`src/rtl/mux_n_pipe.sv`:
```
// mux_n_pipe: N-input word multiplexer feeding a 2-entry valid/ready skid buffer.
// The selected word is captured on acceptance and delivered in strict FIFO order.
// Out-of-range selects deliver BAD_VAL, pulse sel_err_o and bump a saturating counter.
// Ports:
//   clk_i, rst_i        clock (rising edge), asynchronous active-high reset
//   data_i              N packed words, word k = data_i[k*WIDTH +: WIDTH]
//   select_i            index of the word to forward
//   valid_i / ready_o   upstream handshake (ready_o is registered)
//   flush_i             discard held and incoming words
//   data_o / valid_o    registered output word and its valid
//   ready_i             downstream accepts data_o
//   sel_err_o           one-cycle pulse after an accepted illegal select
//   err_cnt_o           saturating count of accepted illegal selects
module mux_n_pipe #(
    parameter int unsigned           WIDTH   = 32,
    parameter int unsigned           N       = 3,
    parameter int unsigned           SEL_W   = 2,
    parameter logic [WIDTH-1:0]      BAD_VAL = '0,
    parameter int unsigned           CNT_W   = 8
) (
    input  logic                 clk_i,
    input  logic                 rst_i,
    input  logic [N*WIDTH-1:0]   data_i,
    input  logic [SEL_W-1:0]     select_i,
    input  logic                 valid_i,
    output logic                 ready_o,
    input  logic                 flush_i,
    output logic [WIDTH-1:0]     data_o,
    output logic                 valid_o,
    input  logic                 ready_i,
    output logic                 sel_err_o,
    output logic [CNT_W-1:0]     err_cnt_o
);

    logic [WIDTH-1:0] sel_word;
    logic             sel_legal;
    logic             accept;
    logic             pop;

    logic             m_valid_q, m_valid_d;
    logic             s_valid_q, s_valid_d;
    logic [WIDTH-1:0] m_data_q, m_data_d;
    logic [WIDTH-1:0] s_data_q, s_data_d;
    logic             ready_q, ready_d;
    logic             sel_err_q, sel_err_d;
    logic [CNT_W-1:0] err_cnt_q, err_cnt_d;

    // Word selection; anything not matching a real input falls back to BAD_VAL.
    always_comb begin
        sel_word  = BAD_VAL;
        sel_legal = 1'b0;
        for (int unsigned k = 0; k < N; k++) begin
            if (select_i == SEL_W'(k)) begin
                sel_word  = data_i[k*WIDTH +: WIDTH];
                sel_legal = 1'b1;
            end
        end
    end

    assign accept = valid_i & ready_q;
    assign pop    = m_valid_q & ready_i;

    // Next-state for main/skid storage and error reporting; flush overrides everything.
    always_comb begin
        m_valid_d = m_valid_q;
        s_valid_d = s_valid_q;
        m_data_d  = m_data_q;
        s_data_d  = s_data_q;
        sel_err_d = 1'b0;
        err_cnt_d = err_cnt_q;

        if (flush_i) begin
            m_valid_d = 1'b0;
            s_valid_d = 1'b0;
        end else begin
            if (accept && !sel_legal) begin
                sel_err_d = 1'b1;
                if (err_cnt_q != '1) begin
                    err_cnt_d = err_cnt_q + CNT_W'(1);
                end
            end

            if (!m_valid_q) begin
                if (accept) begin
                    m_valid_d = 1'b1;
                    m_data_d  = sel_word;
                end
            end else if (!s_valid_q) begin
                if (pop && accept) begin
                    m_data_d = sel_word;
                end else if (pop) begin
                    m_valid_d = 1'b0;
                end else if (accept) begin
                    s_valid_d = 1'b1;
                    s_data_d  = sel_word;
                end
            end else if (pop) begin
                // Skid word moves up behind the departing main word.
                m_data_d  = s_data_q;
                s_valid_d = 1'b0;
            end
        end

        // ready_o depends only on next skid occupancy, never on ready_i this cycle.
        ready_d = !s_valid_d;
    end

    always_ff @(posedge clk_i or posedge rst_i) begin
        if (rst_i) begin
            m_valid_q <= 1'b0;
            s_valid_q <= 1'b0;
            m_data_q  <= '0;
            s_data_q  <= '0;
            ready_q   <= 1'b1;
            sel_err_q <= 1'b0;
            err_cnt_q <= '0;
        end else begin
            m_valid_q <= m_valid_d;
            s_valid_q <= s_valid_d;
            m_data_q  <= m_data_d;
            s_data_q  <= s_data_d;
            ready_q   <= ready_d;
            sel_err_q <= sel_err_d;
            err_cnt_q <= err_cnt_d;
        end
    end

    assign data_o    = m_data_q;
    assign valid_o   = m_valid_q;
    assign ready_o   = ready_q;
    assign sel_err_o = sel_err_q;
    assign err_cnt_o = err_cnt_q;

endmodule

```
`config.mk`:
```
export PLATFORM = sky130hd
export DESIGN_NAME = mux_n_pipe
export DESIGN_NICKNAME = d
export VERILOG_FILES = /design/src/rtl/mux_n_pipe.sv
export SDC_FILE = /design/constraint.sdc
export NUM_CORES = 1
export LEC_CHECK = 0
export CORE_ASPECT_RATIO = 0.5
export CORE_MARGIN = 10
export CORE_UTILIZATION = 50
export DETAILED_ROUTE_END_ITERATION = 12
export HOLD_SLACK_MARGIN = 0.05
export PLACE_DENSITY = 0.89
export SETUP_SLACK_MARGIN = 0.15
export SYNTH_ARGS = -nofsm -noshare
export SYNTH_HDL_FRONTEND = slang
export SYNTH_SLANG_ARGS = --single-unit
```
`constraint.sdc`:
```
create_clock -name clk_i -period 4.5 [get_ports clk_i]
set_input_delay 0.9 -clock clk_i [delete_from_list [all_inputs] [get_ports clk_i]]
set_output_delay 0.9 -clock clk_i [all_outputs]
set_load 0.01 [all_outputs]
```
Word-level counts from Yosys, hierarchy flattened
Cells that the tools add are included.

storage, ports and cells
  bits in registers = 76
  input port bits = 103
  output and inout port bits = 43
  logic and storage cells = 52

cells by class
  $add $sub $neg = 1
  equal/unequal tests = 5
  mux-type cells = 24
  bitwise logic cells = 6
  reduce and logical (&&, ||, !) cells = 9

operators with widths
  cell                                                   number
  2-to-1 mux 32 bit                                      8
  2-to-1 mux 1 bit                                       16
  adder 8 x 1 -> 8 bit, second input constant            1
  inequality test 8 bit, second input constant           1
  AND reduction 6 bit                                    1
  NOT 1 bit                                              4
  AND reduction 4 bit                                    1
  inequality test 3 x 1 -> 1 bit, second input constant  1
  inequality test 3 bit, second input constant           1
  AND reduction 3 bit                                    1
  AND 1 bit                                              2
  equality test 2 x 1 -> 1 bit, second input constant    1
  equality test 2 bit, second input constant             1
  logical AND 1 bit                                      2
  zero test 1 bit                                        2
  zero test 2 bit                                        1
  nonzero test 2 bit                                     1

Logic depth before layout (Yosys ltp)
  depth in word-level cells = 8
  gate-level depth with buffers = 6
  depth with buffers taken out = 4

Worst setup path after synthesis
No wires, ideal clock.

  path kind = input port to flip-flop
  start point = input port select_i[0]
  end point = register err_cnt_q[7], in the netlist err_cnt_o[7]
  setup time = 0.125 ns
  data arrival time = 2.011 ns
  data required time = 4.375 ns
  setup slack = 2.364 ns
  cell stages on the path = 4
  buffers on the path = 1
  path through = clkbuf_1 > nand3b_1 > nor4_1 > mux2_2

between the ends
  word-level cells in the longest chain between the ends = 7
  elaborated cells on any way between the ends = 9
  those cells by class = eq/ne (2); mux (3); reduce/logical (4)

ends and longest elaborated chain
  what                                    line  RTL
  start: declaration                      24    input logic [SEL_W-1:0] select_i,
  zero test 2 bit                         53    if (select_i == SEL_W'(k)) begin
  2-to-1 mux 1 bit (2 in series)          53
  2-to-1 mux 1 bit *                      53
  zero test 1 bit *                       76    if (accept && !sel_legal) begin
  logical AND 1 bit *                     76
  AND reduction 3 bit (no source line) *  --
  end signal: assignment                  124   err_cnt_q <= err_cnt_d;
  end: declaration                        46    logic [CNT_W-1:0] err_cnt_q, err_cnt_d;

Every way passes the cells marked *; elsewhere a longest branch is shown, timed or not.
A chain may end at the register's enable or synchronous reset.

Final worst setup path
  start point = input port ready_i
  end point = register m_data_q[4], in the netlist data_o[4]

between the ends
  word-level cells in the longest chain between the ends = 4
  elaborated cells on any way between the ends = 5
  those cells by class = eq/ne (2); bitwise (1); reduce/logical (2)

ends and longest elaborated chain
  what                                             line  RTL
  start: declaration                               30    input logic ready_i,
  AND 1 bit *                                      61    assign pop = m_valid_q & ready_i;
  logical AND 1 bit                                89    if (pop && accept) begin
  inequality test 3 x 1 -> 1 bit (no source line)  --
  AND reduction 4 bit (no source line) *           --
  end signal: assignment                           120   m_data_q <= m_data_d;
  end: declaration                                 42    logic [WIDTH-1:0] m_data_q, m_data_d;

Marks and branches as above.

==> metrics.txt <==
placer congestion estimate=0.816; number of global-route vias before repair=3882; met3 Use GR=0.0568; Slew @ Worst Pin=1.07 ns; GRT overflow=0; Setup Viol. Count Final=0; CP Max Fanout=33; first-pass GRT wire length=20700 um; area of the core=8650 um2; hpwl dp=8840 um; relative slew slack=0.284; IO buf count=145; synthesized area per cell=11.3 um2; n_diodes=0; # resized after CTS=0; register-to-register setup slack=2.20 ns; leakage power total=2.61 nW; WL final=12700 um; main combinational cell family by area after synthesis=compound AO/OA/AOI/OAI gates; layout cells sized above 1=0.124; Pwr Total=2.45 mW; outcome=finished clean; CP max-delay cell=nor2b_4; Final ANT Viol Nets=0; met2 Use GR=0.337; dpl cell area=5870 um2; Reg-to-Reg End=data_o[4]; synth warn=0; Clk Latency, worst-skew pair=0.34 ns; #FFs+latches synth=76; clk sinks=76; DRC Markers=0; largest net degree at the start of global routing=70; post-synthesis mux area share=0.158; final setup margin=1.65 ns; Worst Hold Path EP=data_o[17]; clk root buf=clkbuf_16; area used by multi-input combinational logic=2150 um2; max-cap viol count=0; CTS tree=done; CP Launch Type=input pin; P&R area growth vs syn=39.8%; most frequent cells in the layout=clkdlybuf4s50_1, dfrtp_1, mux2i_1; Final TNS setup=0 ns; H-tree levels=3; Power Density=397 nW/um2; DR vias/cell=5.81; DIE HEIGHT=86.3 um; Crit. End Element=flip-flop; adder and majority gate portion of the synthesized area=0.00284; Max rail drop VDD=229 uV; Critical Path AT=3.03 ns; Syn Inst Count=389; Wirelength per Cell=20.0 um; post-CTS setup buffers=0; met1 GRT Util=0.224; Worst-path clk slew=0.06 ns; post-synthesis simple-gate area fraction=0.102; GRT Total Usage=0.191; final-layout fill cell count=610; Num CTS Buffers=9; cells along the critical path=clkdlybuf4s50_1 -> nor2b_4 -> or4_4 -> o211ai_1; FFs w/ async S/R, synth=1.00; Tmin final=2.85 ns; post-layout util=0.712; initial core utilization=0.509; Top FF cell, synth=dfrtp_1; nets=617; Hold Crit Class=reg2reg; Slew Limit Fails=0; initial antenna violation count=0; post-route cell area=6150 um2; r2r worst-path depth=3; Detailed Routing Iterations Pass 1=5; Post-CTS Hold Buffers=0; complex-gate fraction of the synthesized area=0.219; GR peak layer=met2; Post-Synth XOR/XNOR Area=0.00597; worst r2r src=valid_o; most common cell after layout, fill and taps aside=clkdlybuf4s50_1; register area=1900 um2; WS Path Type=in2reg; number of library cell types mapped by synthesis=37; register area share after synthesis=0.432; fmax=351 MHz; Hold Vio Cnt, Final=0; post-place setup slack=1.40 ns; CTS Buffer Depth=2; Data required, critical path=4.69 ns; total number of vias=3687; post-synthesis cell area=4400 um2; # IOs=146; drt initial violations=332; site row count=24; clock skew=0.00591 ns; number of synthesized flops with an enable pin=0; width of the chip=153 um; die area=13200 um2; hold depth=2; CP max stage delay=0.74 ns; syn_nets=493; critical hold path startpoint=data_o[17]; unrepaired setup endpoints after global routing=no; Tcrit/Tclk final=0.632
[worst max-delay path: cells and delay by family]
family	cells	cell delay, ns
simple gates	2	1.40
compound gates	1	0.21
buf+inv	1	0.51
[per-stage QoR]
step                cells  hold WS (ns)
floorplan             389         0.494
global placement      619         0.498
detailed placement    619         0.499
CTS                   635         0.517
global route          635         0.533
finish                635         0.514
[Yosys cell counts, drive strengths merged (3+ instances only)]
master	number	share of area
a2bb2oi	32	0.064
buf	11	0.021
clkbuf	30	0.026
dfrtp	75	0.43
inv	39	0.033
mux2	3	0.0077
mux2i	66	0.15
nand2b	3	0.0043
nand4b	32	0.064
nor4	5	0.011
o211ai	32	0.089
o31ai	32	0.055
xnor2	3	0.0060
[cell families (layout without fill, tap and decap cells)]
| kind of cell | after synthesis | after routing |
|---|---|---|
| AO/OA/AOI/OAI | 104 | 104 |
| XOR/XNOR | 3 | 3 |
| adder cells (fa/ha/maj) | 1 | 1 |
| buffers and inverters | 80 | 209 |
| flip-flops | 76 | 76 |
| multiplexers | 69 | 69 |
| AND/OR/NAND/NOR | 56 | 56 |
[report_power, final]
group	leakage (nW)	internal [mW]	total [mW]	switching, mW
logic	1.55	0.416	0.758	0.342
registers	0.918	0.873	1.00	0.129
clock network	0.140	0.418	0.684	0.266
total	2.61	1.71	2.45	0.737
[registers in the layout, indices dropped and copies added, names as in the netlist]
name       cells
valid_o        1
sel_err_o      1
data_o        32
err_cnt_o      8
ready_o        1
s_valid_q      1
s_data_q      32
[routing by layer]
layer / wire length, um / vias up / share of wire
li1: - / 1719 / -
met1: 5210 / 1821 / 0.41
met2: 6610 / 131 / 0.52
met3: 754 / 16 / 0.059
met4: 142 / 0 / 0.011
met5: 0 / - / 0
[final cells by class]
class	count	share of cell area
Multi-Input combinational cell	233	0.350
Sequential cell	76	0.309
Timing Repair Buffer	154	0.247
Clock buffer	15	0.0451
Inverter	39	0.0238
Tap cell	117	0.0238
Clock inverter	1	0.000813
[how the worst max path moves through the flow]
stage	startpoint	slack, ns	cells after the start	end
global placement	ready_i	1.45	4	data_o[4]
finish	ready_i	1.65	4	data_o[4]
global route	ready_i	1.54	4	data_o[4]
CTS	ready_i	1.70	4	data_o[4]
floorplan	rst_i	1.66	1	data_o[0]
detailed placement	select_i[1]	1.40	6	s_data_q[15]
No activity file was read; power rests on OpenSTA's default activity.
